File: config.mk
export PLATFORM = sky130hd
export DESIGN_NAME = c2_serial_decoder_flat
export DESIGN_NICKNAME = d
export VERILOG_FILES = /design/src/rtl/c2_pkg.sv /design/src/rtl/c2_serial_decoder_if.sv /design/src/rtl/c2_serial_cell.sv /design/src/rtl/c2_serial_decoder.sv /design/src/flat_wrapper.sv
export SDC_FILE = /design/constraint.sdc
export NUM_CORES = 1
export LEC_CHECK = 0
export ABC_AREA = 1
export BUFFER_PORTS_ARGS = -buffer_cell sky130_fd_sc_hd__buf_2
export CAP_MARGIN = 20
export CORE_ASPECT_RATIO = 0.9
export CORE_MARGIN = 3
export CORE_UTILIZATION = 59
export CTS_CLUSTER_SIZE = 30
export DETAILED_ROUTE_END_ITERATION = 8
export HOLD_SLACK_MARGIN = 0.08
export PLACE_DENSITY = 0.91
export SLEW_MARGIN = 20
export SYNTH_ARGS = -nofsm -noshare
export SYNTH_HDL_FRONTEND = slang
export SYNTH_HIERARCHICAL = 1
export SYNTH_SLANG_ARGS = --single-unit
File: constraint.sdc
create_clock -name clk -period 2.45 [get_ports clk]
set_input_delay 0.1225 -clock clk [delete_from_list [all_inputs] [get_ports clk]]
set_output_delay 0.1225 -clock clk [all_outputs]
set_load 0.01 [all_outputs]
File: src/rtl/c2_pkg.sv
// Shared types and constants for the bit-serial two's-complement decode path.
package c2_pkg;

   localparam int C2_WIDTH = 7;

   typedef enum logic [1:0] {
      IDLE = 2'd0,
      RUN  = 2'd1,
      DONE = 2'd2
   } c2_dec_state_t;

   // Wide enough to count 0..width-1 without wrapping.
   function automatic int c2_cnt_w(input int width);
      return $clog2(width) + 1;
   endfunction

endpackage

File: src/rtl/c2_serial_decoder_if.sv
// Start/busy/done conversion bus between a requester (master) and the decoder (slave).
interface c2_serial_decoder_if
   import c2_pkg::*;
#(
   parameter int WIDTH = C2_WIDTH
);
   logic             start;
   logic [WIDTH-1:0] x;
   logic             busy;
   logic             done;
   logic             sign;
   logic [WIDTH-1:0] mag;

   modport master (output start, x, input busy, done, sign, mag);
   modport slave  (input start, x, output busy, done, sign, mag);
endinterface

File: src/rtl/c2_serial_cell.sv
// One-bit copy-until-first-one-then-invert cell; seen_one updates on en, cleared by clr.
module c2_serial_cell (
   input  logic clk,
   input  logic rst_n,
   input  logic clr,
   input  logic en,
   input  logic b,
   input  logic neg,
   output logic out,
   output logic seen_one
);

   logic r_seen;

   always_ff @(posedge clk or negedge rst_n) begin
      if (!rst_n) begin
         r_seen <= 1'b0;
      end else if (clr) begin
         r_seen <= 1'b0;
      end else if (en) begin
         r_seen <= r_seen | b;
      end
   end

   assign out      = b ^ (neg & r_seen);
   assign seen_one = r_seen;

endmodule

File: src/rtl/c2_serial_decoder.sv
// Bit-serial two's-complement to sign-magnitude, LSB first; result and done WIDTH edges after accept.
// start is ignored while busy; a start during the DONE cycle is taken with no idle bubble.
module c2_serial_decoder
   import c2_pkg::*;
#(
   parameter int WIDTH = C2_WIDTH
) (
   input  logic                 clk,
   input  logic                 rst_n,
   c2_serial_decoder_if.slave   bus
);

   localparam int CW = c2_cnt_w(WIDTH);

   c2_dec_state_t    r_state;
   c2_dec_state_t    w_state_nxt;
   logic [WIDTH-1:0] r_shift;
   logic [WIDTH-1:0] r_work;
   logic [CW-1:0]    r_cnt;
   logic             r_neg;
   logic             r_busy;
   logic             r_done;
   logic             r_sign;
   logic [WIDTH-1:0] r_mag;

   logic             w_load;
   logic             w_run;
   logic             w_last;
   logic             w_out;
   logic             w_unused_seen;
   logic [WIDTH-1:0] w_work_nxt;

   assign w_load     = ((r_state == IDLE) || (r_state == DONE)) && bus.start;
   assign w_run      = (r_state == RUN);
   assign w_last     = w_run && (r_cnt == CW'(WIDTH - 1));
   assign w_work_nxt = {w_out, r_work[WIDTH-1:1]};

   c2_serial_cell u_cell (
      .clk      (clk),
      .rst_n    (rst_n),
      .clr      (w_load),
      .en       (w_run),
      .b        (r_shift[0]),
      .neg      (r_neg),
      .out      (w_out),
      .seen_one (w_unused_seen)
   );

   always_ff @(posedge clk or negedge rst_n) begin
      if (!rst_n) begin
         r_state <= IDLE;
      end else begin
         r_state <= w_state_nxt;
      end
   end

   always_comb begin
      w_state_nxt = r_state;
      case (r_state)
         IDLE:    if (bus.start) w_state_nxt = RUN;
         RUN:     if (w_last) w_state_nxt = DONE;
         DONE:    w_state_nxt = bus.start ? RUN : IDLE;
         default: w_state_nxt = IDLE;
      endcase
   end

   always_ff @(posedge clk or negedge rst_n) begin
      if (!rst_n) begin
         r_shift <= '0;
         r_work  <= '0;
         r_cnt   <= '0;
         r_neg   <= 1'b0;
         r_busy  <= 1'b0;
         r_done  <= 1'b0;
         r_sign  <= 1'b0;
         r_mag   <= '0;
      end else begin
         r_busy <= (w_state_nxt == RUN);
         r_done <= (w_state_nxt == DONE);
         if (w_load) begin
            r_shift <= bus.x;
            r_neg   <= bus.x[WIDTH-1];
            r_cnt   <= '0;
            r_work  <= '0;
         end else if (w_run) begin
            r_shift <= {1'b0, r_shift[WIDTH-1:1]};
            r_work  <= w_work_nxt;
            r_cnt   <= r_cnt + CW'(1);
         end
         // Only the final bit's edge publishes, so mag/sign never show partial work.
         if (w_last) begin
            r_mag  <= w_work_nxt;
            r_sign <= r_neg;
         end
      end
   end

   assign bus.busy = r_busy;
   assign bus.done = r_done;
   assign bus.sign = r_sign;
   assign bus.mag  = r_mag;

endmodule

File: src/flat_wrapper.sv
// flat-port wrapper written by rule: the top's interface ports become plain ports
module c2_serial_decoder_flat import c2_pkg::*;
#(
   parameter int WIDTH = C2_WIDTH
)
  (clk, rst_n, bus_start, bus_x, bus_busy, bus_done, bus_sign, bus_mag);
  c2_serial_decoder_if #(.WIDTH(WIDTH)) bus_i ();
  input  logic clk;
  input  logic rst_n;
  input wire logic [$bits(bus_i.start)-1:0] bus_start;
  input wire logic [$bits(bus_i.x)-1:0] bus_x;
  output wire logic [$bits(bus_i.busy)-1:0] bus_busy;
  output wire logic [$bits(bus_i.done)-1:0] bus_done;
  output wire logic [$bits(bus_i.sign)-1:0] bus_sign;
  output wire logic [$bits(bus_i.mag)-1:0] bus_mag;
  assign bus_i.start = bus_start;
  assign bus_i.x = bus_x;
  assign bus_busy = bus_i.busy;
  assign bus_done = bus_i.done;
  assign bus_sign = bus_i.sign;
  assign bus_mag = bus_i.mag;
  c2_serial_decoder #(.WIDTH(WIDTH)) u_core (.clk(clk), .rst_n(rst_n), .bus(bus_i));
endmodule
# == Word level (Yosys, flattened, before mapping) ==
# Cells that the tools add are included.
# op_classes
add_sub_neg,1
n_eq_ne,5
muxes,12
n_bitwise,3
n_reduce_logical,5
# ops
cell,n
7-bit two-way mux,4
4-bit two-way mux,2
2-bit one-hot mux with 3 select lines,1
"4-bit by 1-bit adder with 4-bit output, second input constant",1
"2-bit by 1-bit == test with 1-bit output, second input constant",2
"2-bit == test, second input constant",2
"4-bit by 3-bit == test with 1-bit output, second input constant",1
2-bit two-way mux,2
1-bit two-way mux,3
1-bit logical AND,2
2-bit logical NOT,1
2-bit nonzero test,1
1-bit bitwise AND,1
1-bit logical OR,1
1-bit bitwise OR,1
1-bit bitwise XOR,1
# word_totals
ff_bits,32
inputBits,10
out_inout_bits,10
word_cells,36

# == Logic depth before layout (Yosys ltp) ==
# Gate-level depths: netlist of the first run.
# logic_depth
ltp_word,5
ltp_mapped,7
depth_no_buf,7

# == Modules after synthesis ==
# Netlist of the first run, hierarchy kept.
# by_module_without_submodules
module,n_inst,cells_each,area_per_inst_um2,seq_area_each_um2
c2_serial_decoder,1,135,1298.7,750.7
c2_serial_cell,1,9,61.3,25.0

# == Least setup slack after synthesis of the first run ==
# Ideal clock, no wire load.
# synth_timing
kind,reg-to-reg
startpoint,register u_core.r_cnt[0]
endpoint,"register u_core.r_mag[0], in the netlist u_core/bus.mag[0]"
setup_ns,0.074
arrival_ns,1.125
t_required_ns,2.376
slack_ns,1.251
stages_incl_launch_ff,8
n_path_buf,1
period_less_slack_ns,1.199
path_cell_list,dfrtp_1 inv_1 ha_1 nand2_1 nor2_4 nand2_4 buf_6 o21ai_2
# synth_via
elab_chain_cells,2
# synth_lines
element,line_no,rtl
start: declaration,c2_serial_decoder.sv:19,logic [CW-1:0] r_cnt;
start signal: assignment,c2_serial_decoder.sv:88,r_cnt <= r_cnt + CW'(1);
4-bit by 3-bit == test with 1-bit output,c2_serial_decoder.sv:35,assign w_last = w_run && (r_cnt == CW'(WIDTH - 1));
1-bit logical AND,c2_serial_decoder.sv:35,
end signal: assignment,c2_serial_decoder.sv:92,r_mag <= w_work_nxt;
end: declaration,c2_serial_decoder.sv:24,logic [WIDTH-1:0] r_mag;
# Every way passes these cells.
# A chain may end at the register's enable or synchronous reset.

# == Final worst setup path of the first run ==
# layout_timing
startpoint,register u_core.r_cnt[0]
endpoint,"register u_core.r_mag[6], in the netlist u_core/bus.mag[6]"
# The elaborated chain is that of the path after synthesis.

==> metrics.yaml, run 1 <==
ios: 20
die_h_um: 51.6
die_area_mm2: 0.00292
drc: 0
synth_commonest_cells: "nand2_1 (45), dfrtp_1 (31), inv_1 (24), o21ai_2 (10), nand3_1 (7)"
cp_max_fo: 18
grt_pass1_vias: 1088
setup_viol: 0
synth_area_leaders: "dfrtp_1 (57%), nand2_1 (12%), inv_1 (6.6%)"
via_per_inst: 5.42
critical-path-top-delay-family: "simple AND/OR/NAND/NOR gates"
critPathRequiredTime_ps: 2670
routedWlPerCell_um: 14.6
gp_congestion: 0.753
cts-resized-gates: 0
ys_types: 17
insertion_delay_ps: 330
synth_area_mm2: 0.00136
regArea_um2: 776
crit_top_cell: "nand2_1"
chipWidth_um: 56.6
yosysTopAreaCell: "dfrtp_1"
grt_max_degree: 32
crit_path_cell_trace: "inv_1 > ha_1 > nand2_1 > nor2_4 > nand2_4 > nand2_1 > o21ai_2"
min_period_over_period_pct: 55.6
synthArstFlopShare_pct: 100
htreeDepth: 2
critical_path_class: "flop to flop"
startpoint_type: "flop"
clock_path_buffers: 2
min_period_ps: 1360
synth_nets: 156
synth_edf_count: 0
cts.sinks: 31
worstMarginPinSlew_ps: 663
root_buffer: "clkbuf_4"
n_antenna_cell: 0
drive_gt1_share_pct: 25.4
numCtsBuffers: 5
first_pass_iters: 4
holdCritPathClass: "input pin to flop"
yosysWarnings: 6
dp_cells: 185
stdcell_count: 198
syn-mean-instance-area_um2: 9.44
grt_antenna_before_repair: 0
wl_um: 2890
setup-tns-final_ps: 0
yosysSeqAreaShare_pct: 57.0
drt_iter0_markers: 32
end_kind: "flop"
synth_top_cell_area_share_pct: 57.0
nets: 184
fmax_mhz: 734
ys_ff_latch: 31
final_max_slew_viol_count: 0
cts_tree: "built"
rsz0062_at_grt: "no"
cts_setup_buffers: 0
clkSlewWorstSetupHoldPaths_ps: 90
hold_viol: 0
path_buf_inv: 1
cpPeakStageDelay_ps: 410
port_buffers: 19
grt_overflow: 0
synth_ff_type: "dfrtp_1"
grt_pass1_wl_um: 4830
fp-row-count: 15
static-leakage-power_nw: 0.858
yosysMostFrequentCell: "nand2_1"
track_usage_pct: 22.2
start_util_pct: 66.5
vias: 1073
p_per_area_mw_per_mm2: 1270
fillers: 156
vdd_drop_max_uv: 851
status: "finished, final reports clean"
ant_nets: 0
multiInputGateArea_um2: 458
core-area_mm2: 0.00205
drv_cap: 0
syn2layout_area_growth_pct: 16.0
relSlewSlack_pct: 55.8
slowest_stage: "dfrtp_1"
synthCells: 144
hpwl_um: 1930
worstPathArrival_ps: 1580
finClkSkew_ps: 7.93
## stage by stage
step | total power (W) | instance area, um2 | util (%) | hold WS [ps] | worst slack, ps
6_report | 0.00200 | 1580 | 77.1 | 96.2 | 1090
5_1_grt | 0.00214 | 1580 | 77.1 | 105 | 992
4_1_cts | 0.00200 | 1580 | 77.1 | 89.6 | 1110
3_5_place_dp | 0.00165 | 1460 | 71.3 | 190 | 1110
3_3_place_gp | 0.00157 | 1460 | 71.3 | 182 | 1200
2_1_floorplan | 0.00143 | 1360 | - | -173 | 1250
## state kept, by name, summed over array words and instances, names as in the netlist
name	cells
u_core/r_shift	7
u_core/bus.sign	1
u_core/bus.busy	1
u_core/r_neg	1
u_core/u_cell/seen_one	1
u_core/r_state	2
u_core/r_cnt	4
u_core/bus.mag	7
u_core/bus.done	1
u_core/r_work	6
## final timing paths
kind,from,end,slack [ps],cells past startpoint
setup / recovery,u_core/r_cnt[0]$_DFFE_PN0P_,u_core/bus.mag[6]$_DFFE_PN0P_,1090,7
hold / removal,bus_x[3],u_core/r_shift[3]$_DFFE_PN0P_,100,5
setup reg to reg,u_core/r_cnt[0]$_DFFE_PN0P_,u_core/bus.mag[6]$_DFFE_PN0P_,1090,7
hold reg to reg,u_core/bus.mag[4]$_DFFE_PN0P_,u_core/bus.mag[4]$_DFFE_PN0P_,490,2
max in group asynchronous,rst_n,u_core/r_shift[5]$_DFFE_PN0P_,1670,2
min in group asynchronous,rst_n,u_core/bus.mag[4]$_DFFE_PN0P_,350,2
## tightest hold or removal path, delay by kind of cell
| family | cells | cell delay (ps) |
|---|---|---|
| and+or+nand+nor | 4 | 190 |
| buffers and inverters | 1 | 80 |
## kinds of logic (layout without fill, tap and decap cells)
| logic type | Yosys count | in the layout | share of synthesized area, % |
|---|---|---|---|
| DFF | 31 | 31 | 57.0 |
| buffers and inverters | 28 | 57 | 9.29 |
| and+or+nand+nor | 60 | 60 | 19.8 |
| adders and majority gates | 2 | 2 | 1.84 |
| AOI/OAI and AO/OA | 23 | 23 | 12.1 |
## power breakdown
part	leakage [nW]	internal, W	switching [W]
registers	0.389	0.000729	0.000140
logic	0.430	0.000277	0.000518
clock network	0.0386	0.000169	0.000172
total	0.858	0.00117	0.000830
## layout make-up
| cell class | count | share of cell area, % |
|---|---|---|
| Sequential cell | 31 | 49.2 |
| Tap cell | 25 | 1.98 |
| Inverter | 25 | 6.26 |
| Multi-Input combinational cell | 85 | 29.0 |
| Timing Repair Buffer | 24 | 9.20 |
| Clock buffer | 8 | 4.36 |
## layer usage
metal	track usage (%)	part of all wire (%)
met2	38.7	50
met3	6.45	6.2
met1	25.6	41
met4	9.49	2.6
met5	0	0
## cells in the final DEF (no fill, tap or decap)
cell type	count
nor2_4	1
o21ai_2	10
nand2_4	3
nand2_1	45
nor2_1	2
a21oi_2	1
o21ai_0	6
o22ai_1	6
nand2_2	1
clkinv_4	1
nand3_1	7
ha_1	2
clkbuf_4	5
nor2_2	1
clkbuf_8	2
buf_2	19
dlygate4sd3_1	5
clkbuf_1	1
inv_1	24
dfrtp_1	31
## repair_timing
action | 4_1_cts | 5_1_grt
hold buffers | 5 | 0
endpoints found under the setup margin | 0 | 0
hold endpoints to repair | 36 | 0
No activity file was read; power rests on OpenSTA's default activity.
==> inputs of run 2 (changes only) <==
Settings changed: ABC_AREA 1 to 0, CORE_UTILIZATION 59 to 48, PLACE_DENSITY 0.91 to 0.81.
Clock period 2.45 ns to 1.15 ns, I/O delays scaled along.
==> metrics.yaml, run 2 <==
status: "finished with violations"
violations: "setup timing"
holdCritPathClass: "input pin to asynchronous set/reset pin"
root_buffer: "clkbuf_4"
via_per_inst: 5.71
wl_um: 3220
drv_cap: 0
preCtsSetupSlack_ps: -323
mostFrequentLayoutCells: "dfrtp_1 (30), buf_2 (19), buf_6 (9), nand2_1 (9), buf_4 (9)"
r2r_end: "u_core/bus.mag[0]$_DFFE_PN0P_"
die_h_um: 53.9
fin_area_mm2: 0.00187
relSlewSlack_pct: 84.6
port_buffers: 19
synth_area_mm2: 0.00122
cpPeakStageDelay_ps: 400
ys_ff_latch: 31
startpoint_type: "flop"
start_util_pct: 53.2
fmax_mhz: 652
static-leakage-power_nw: 0.900
numCtsBuffers: 5
final_max_slew_viol_count: 0
fp-row-count: 16
die_area_mm2: 0.00320
cts_tree: "built"
grt_antenna_before_repair: 0
n_antenna_cell: 0
p_per_area_mw_per_mm2: 2810
seqPwrFrac_pct: 36.9
r2r_slack_ps: -380
synth_commonest_cells: "dfrtp_1 (31), nand2_1 (12), mux2_2 (8), a22o_1 (7), nand3_1 (6)"
min_period_over_period_pct: 133
ys_types: 25
synth_top_cell_area_share_pct: 63.3
intPower_w: 0.00336
drc: 0
worstMarginPinSlew_ps: 229
postLayoutSetupSlackWorst_ps: -385
clkSlewWorstSetupHoldPaths_ps: 100
first_pass_iters: 4
synth_edf_count: 0
chipWidth_um: 59.3
grt_pass1_wl_um: 4870
routedWlPerCell_um: 18.1
cp_max_fo: 9
yosysMostFrequentCell: "dfrtp_1"
fillers: 115
stdcell_count: 178
track_usage_pct: 21.8
worstReg2RegStart: "u_core/r_cnt[0]$_DFFE_PN0P_"
critPathRequiredTime_ps: 1370
setup_viol: 25
nets: 162
cts.sinks: 31
vdd_drop_max_uv: 1970
p_sw_w: 0.00191
synthArstFlopShare_pct: 100
synth_nets: 109
setup-tns-final_ps: -3840
hpwl_um: 1780
min_period_ps: 1530
crit_path_cell_trace: "inv_1 > ha_2 > nand2_2 > nor3_4 > buf_12 > mux2_2"
clkPwrFrac_pct: 17.0
htreeDepth: 2
grt_max_degree: 32
synth_ff_type: "dfrtp_1"
ant_nets: 0
clock_path_buffers: 2
insertion_delay_ps: 330
yosysWarnings: 6
place_area_mm2: 0.00147
synthCells: 97
drive_gt1_share_pct: 55.0
finClkSkew_ps: 7.56
p_sw_share_pct: 36.2
yosysTopAreaCell: "dfrtp_1"
synth_area_leaders: "dfrtp_1 (63%), mux2_2 (7.4%), a22o_1 (5.0%)"
hold_viol: 0
core-area_mm2: 0.00230
finalPower_w: 0.00526
grt_overflow: 0
gp_congestion: 0.767
critical_path_class: "flop to flop"
grt_pass1_vias: 1007
rr_worst_depth: 6
worstPathArrival_ps: 1750
syn2layout_area_growth_pct: 53.0
final_common_cell: "dfrtp_1"
yosysSeqAreaShare_pct: 63.3
dp_cells: 154
slowest_stage: "dfrtp_1"
ios: 20
syn-mean-instance-area_um2: 12.6
end_kind: "flop"
drt_iter0_markers: 41
pwr-share-comb_pct: 46.1
rsz0062_at_grt: "yes"
vias: 1016
==> run 2: cell count changes after synthesis, moves of 7 or more <==
cell | before | now
a22o_1 | 0 | 7
nand2_1 | 45 | 12
mux2_2 | 0 | 8
o21ai_2 | 10 | 0
inv_1 | 24 | 2
==> run 2: layer usage <==
layer,share of wire (%),GRT usage (%),vias up
li1,-,-,455
met1,39,26.2,505
met2,53,37.3,50
met3,5.8,6.71,6
met4,1.9,7.17,0
met5,0,0,-
==> run 2: power by group through the flow <==
stage	clock [W]	sequential, W	combinational (W)
finish	0.000895	0.00194	0.00243
global route	0.000958	0.00198	0.00263
CTS	0.000916	0.00189	0.00213
detailed placement	0	0.00189	0.00172
global placement	0	0.00184	0.00163
floorplan	0	0.00190	0.000947
==> run 2: cell families after synthesis <==
logic type	synth area share (%)
flops	63.3
simple gates	12.9
mux	8.17
fa+ha+maj	2.04
buf+inv	2.04
xor+xnor	0.715
compound gates	10.8
==> run 2: cell type report <==
type                    count  area [um2]  share of cell area, %
flip-flops and latches     31         777                   41.5
multi-input cells          60         534                   28.5
repair buffers             49         424                   22.6
clock buffers               6        51.3                   2.74
clock inverters             2        35.0                   1.87
well taps                  27        33.8                   1.80
inverters                   3        18.8                   1.00
==> run 2: worst max-delay path by stage <==
stage | cells after the start | endpoint | startpoint | slack (ps)
floorplan | 5 | u_core/bus.mag[0]$_DFFE_PN0P_ | u_core/r_cnt[0]$_DFFE_PN0P_ | -300
global placement | 6 | u_core/bus.sign$_DFFE_PN0P_ | u_core/r_cnt[0]$_DFFE_PN0P_ | -240
detailed placement | 6 | u_core/bus.mag[1]$_DFFE_PN0P_ | u_core/r_cnt[0]$_DFFE_PN0P_ | -320
CTS | 6 | u_core/bus.mag[4]$_DFFE_PN0P_ | u_core/r_cnt[0]$_DFFE_PN0P_ | -320
global route | 6 | u_core/bus.mag[3]$_DFFE_PN0P_ | u_core/r_cnt[0]$_DFFE_PN0P_ | -460
finish | 6 | u_core/bus.mag[0]$_DFFE_PN0P_ | u_core/r_cnt[0]$_DFFE_PN0P_ | -380
==> run 2: repair_timing <==
item	in CTS	in global routing
hold buffers	8	0
endpoints found under the setup margin	27	30
hold endpoints to repair	39	0
setup buffers	3	4
pin swaps	11	7
resized for setup	28	17
cloned	2	1
==> run 2: worst max-delay path: cells and delay by family (launching register included) <==
kind / cells / cell delay, ps
DFF: 1 / 400
muxes: 1 / 330
buffers and inverters: 2 / 250
and+or+nand+nor: 2 / 250
adders and majority gates: 1 / 190
==> run 2: stage by stage <==
| stage | hold WS, ps | util [%] |
|---|---|---|
| 3_5_place_dp | 20.4 | 63.9 |
| 6_report | 191 | 81.4 |
| 4_1_cts | 121 | 76.8 |
| 5_1_grt | 204 | 81.4 |
| 2_1_floorplan | -238 | - |
| 3_3_place_gp | 17.4 | 63.9 |
==> inputs of run 3 (changes only) <==
Settings changed: HOLD_SLACK_MARGIN 0.08 to default, RECOVER_POWER from default to 100.
==> metrics.yaml, run 3 (synthesis gave the netlist of run 2 again) <==
status: "finished with violations"
violations: "setup timing"
grt_max_degree: 32
cpPeakStageDelay_ps: 410
setup_viol: 26
startpoint_type: "flop"
fmax_mhz: 647
mostFrequentLayoutCells: "dfrtp_1 (31), clkbuf_1 (10)"
hpwl_um: 1780
slowest_stage: "dfrtp_1"
start_util_pct: 53.2
grtUsageMet3_pct: 6.71
holdCritPathClass: "input pin to flop"
die_area_mm2: 0.00320
grt_pass1_wl_um: 4870
end_kind: "flop"
final_common_cell: "dfrtp_1"
drv_cap: 0
cts.sinks: 31
chipWidth_um: 59.3
critical_path_class: "flop to flop"
place_area_mm2: 0.00147
worstPathArrival_ps: 1770
drc: 0
vdd_drop_max_uv: 1970
met1_usage_pct: 26.2
finalPower_w: 0.00523
grt_antenna_before_repair: 0
min_period_ps: 1550
postLayoutSetupSlackWorst_ps: -396
pwr-share-comb_pct: 45.8
track_usage_pct: 21.8
n_antenna_cell: 0
insertion_delay_ps: 330
drive_gt1_share_pct: 47.7
clkSlewWorstSetupHoldPaths_ps: 100
cp_max_fo: 9
wl_um: 3240
fin_area_mm2: 0.00185
p_sw_w: 0.00193
syn2layout_area_growth_pct: 50.7
htreeDepth: 2
numCtsBuffers: 5
grt_pass1_vias: 1007
static-leakage-power_nw: 0.861
cts_tree: "built"
busiest_layer: "met2"
p_sw_share_pct: 36.8
seqPwrFrac_pct: 37.0
die_h_um: 53.9
first_pass_iters: 4
core-area_mm2: 0.00230
whs_ps: 206
port_buffers: 19
intPower_w: 0.00331
clock_path_buffers: 2
nets: 162
grt_overflow: 0
gr-usage-met2_pct: 37.3
clkPwrFrac_pct: 17.2
gp_congestion: 0.767
ant_nets: 0
hold_viol: 0
min_period_over_period_pct: 134
vias: 1020
routedWlPerCell_um: 18.2
relSlewSlack_pct: 51.2
critPathRequiredTime_ps: 1380
rsz0062_at_grt: "yes"
final_max_slew_viol_count: 0
drt_iter0_markers: 34
root_buffer: "clkbuf_4"
p_per_area_mw_per_mm2: 2840
via_per_inst: 5.73
fp-row-count: 16
finClkSkew_ps: 7.98
crit_path_cell_trace: "inv_1 > ha_2 > nand2_2 > nor3_4 > buf_12 > mux2_2"
worstMarginPinSlew_ps: 732
ios: 20
-- run 3: layout make-up --
class | instances | area (um2)
repair buffers | 49 | 397
clock buffers | 6 | 51.3
flip-flops and latches | 31 | 776
fillers | 125 | 457
multi-input cells | 60 | 534
clock inverters | 2 | 35.0
well taps | 27 | 33.8
inverters | 3 | 18.8
-- run 3: critical path, delay by kind of cell (launching register included) --
kind | cells | cell delay, ps
fa+ha+maj | 1 | 190
simple gates | 2 | 260
mux | 1 | 340
flops | 1 | 410
buf+inv | 2 | 250
-- run 3: power by group through the flow --
stage	logic [W]	registers [W]	clock network [W]
after floorplan	0.000947	0.00190	0
after global placement	0.00163	0.00184	0
after detailed placement	0.00172	0.00189	0
after CTS	0.00213	0.00189	0.000916
after global routing	0.00258	0.00199	0.000958
final	0.00240	0.00194	0.000901
-- run 3: path summary, 6_finish.rpt --
kind | from | slack, ps | end | cells past startpoint
setup / recovery | u_core/r_cnt[0]$_DFFE_PN0P_ | -400 | u_core/bus.mag[3]$_DFFE_PN0P_ | 6
hold / removal | bus_start | 210 | u_core/u_cell/seen_one$_DFFE_PN0P_ | 5
setup reg to reg | u_core/r_cnt[0]$_DFFE_PN0P_ | -400 | u_core/bus.mag[3]$_DFFE_PN0P_ | 6
hold reg to reg | u_core/r_neg$_DFFE_PN0P_ | 510 | u_core/r_neg$_DFFE_PN0P_ | 2
max in group asynchronous | rst_n | 300 | u_core/r_work[5]$_DFFE_PN0P_ | 3
min in group asynchronous | rst_n | 380 | u_core/r_cnt[1]$_DFFE_PN0P_ | 3
-- run 3: per-layer routing --
layer / vias up / wire length [um]
li1: 454 / -
met1: 509 / 1260
met2: 50 / 1700
met3: 7 / 216
met4: 0 / 61
met5: - / 0
-- run 3: metrics by stage --
step,cells,utilization [%],TNS (ps),worst slack (ps)
final,178,80.2,-4340,-396
after detailed placement,154,63.9,-4430,-323
after global placement,154,63.9,-3080,-237
after floorplan,97,-,-2400,-300
after CTS,174,76.8,-2500,-319
after global routing,178,80.2,-5570,-456
-- run 3: what timing repair did --
action | in CTS | in global routing
setup buffers | 3 | 4
hold endpoints to repair | 39 | 0
resized for setup | 28 | 17
endpoints found under the setup margin | 27 | 30
hold buffers | 8 | 0
pin swaps | 11 | 7
gates cloned | 2 | 1
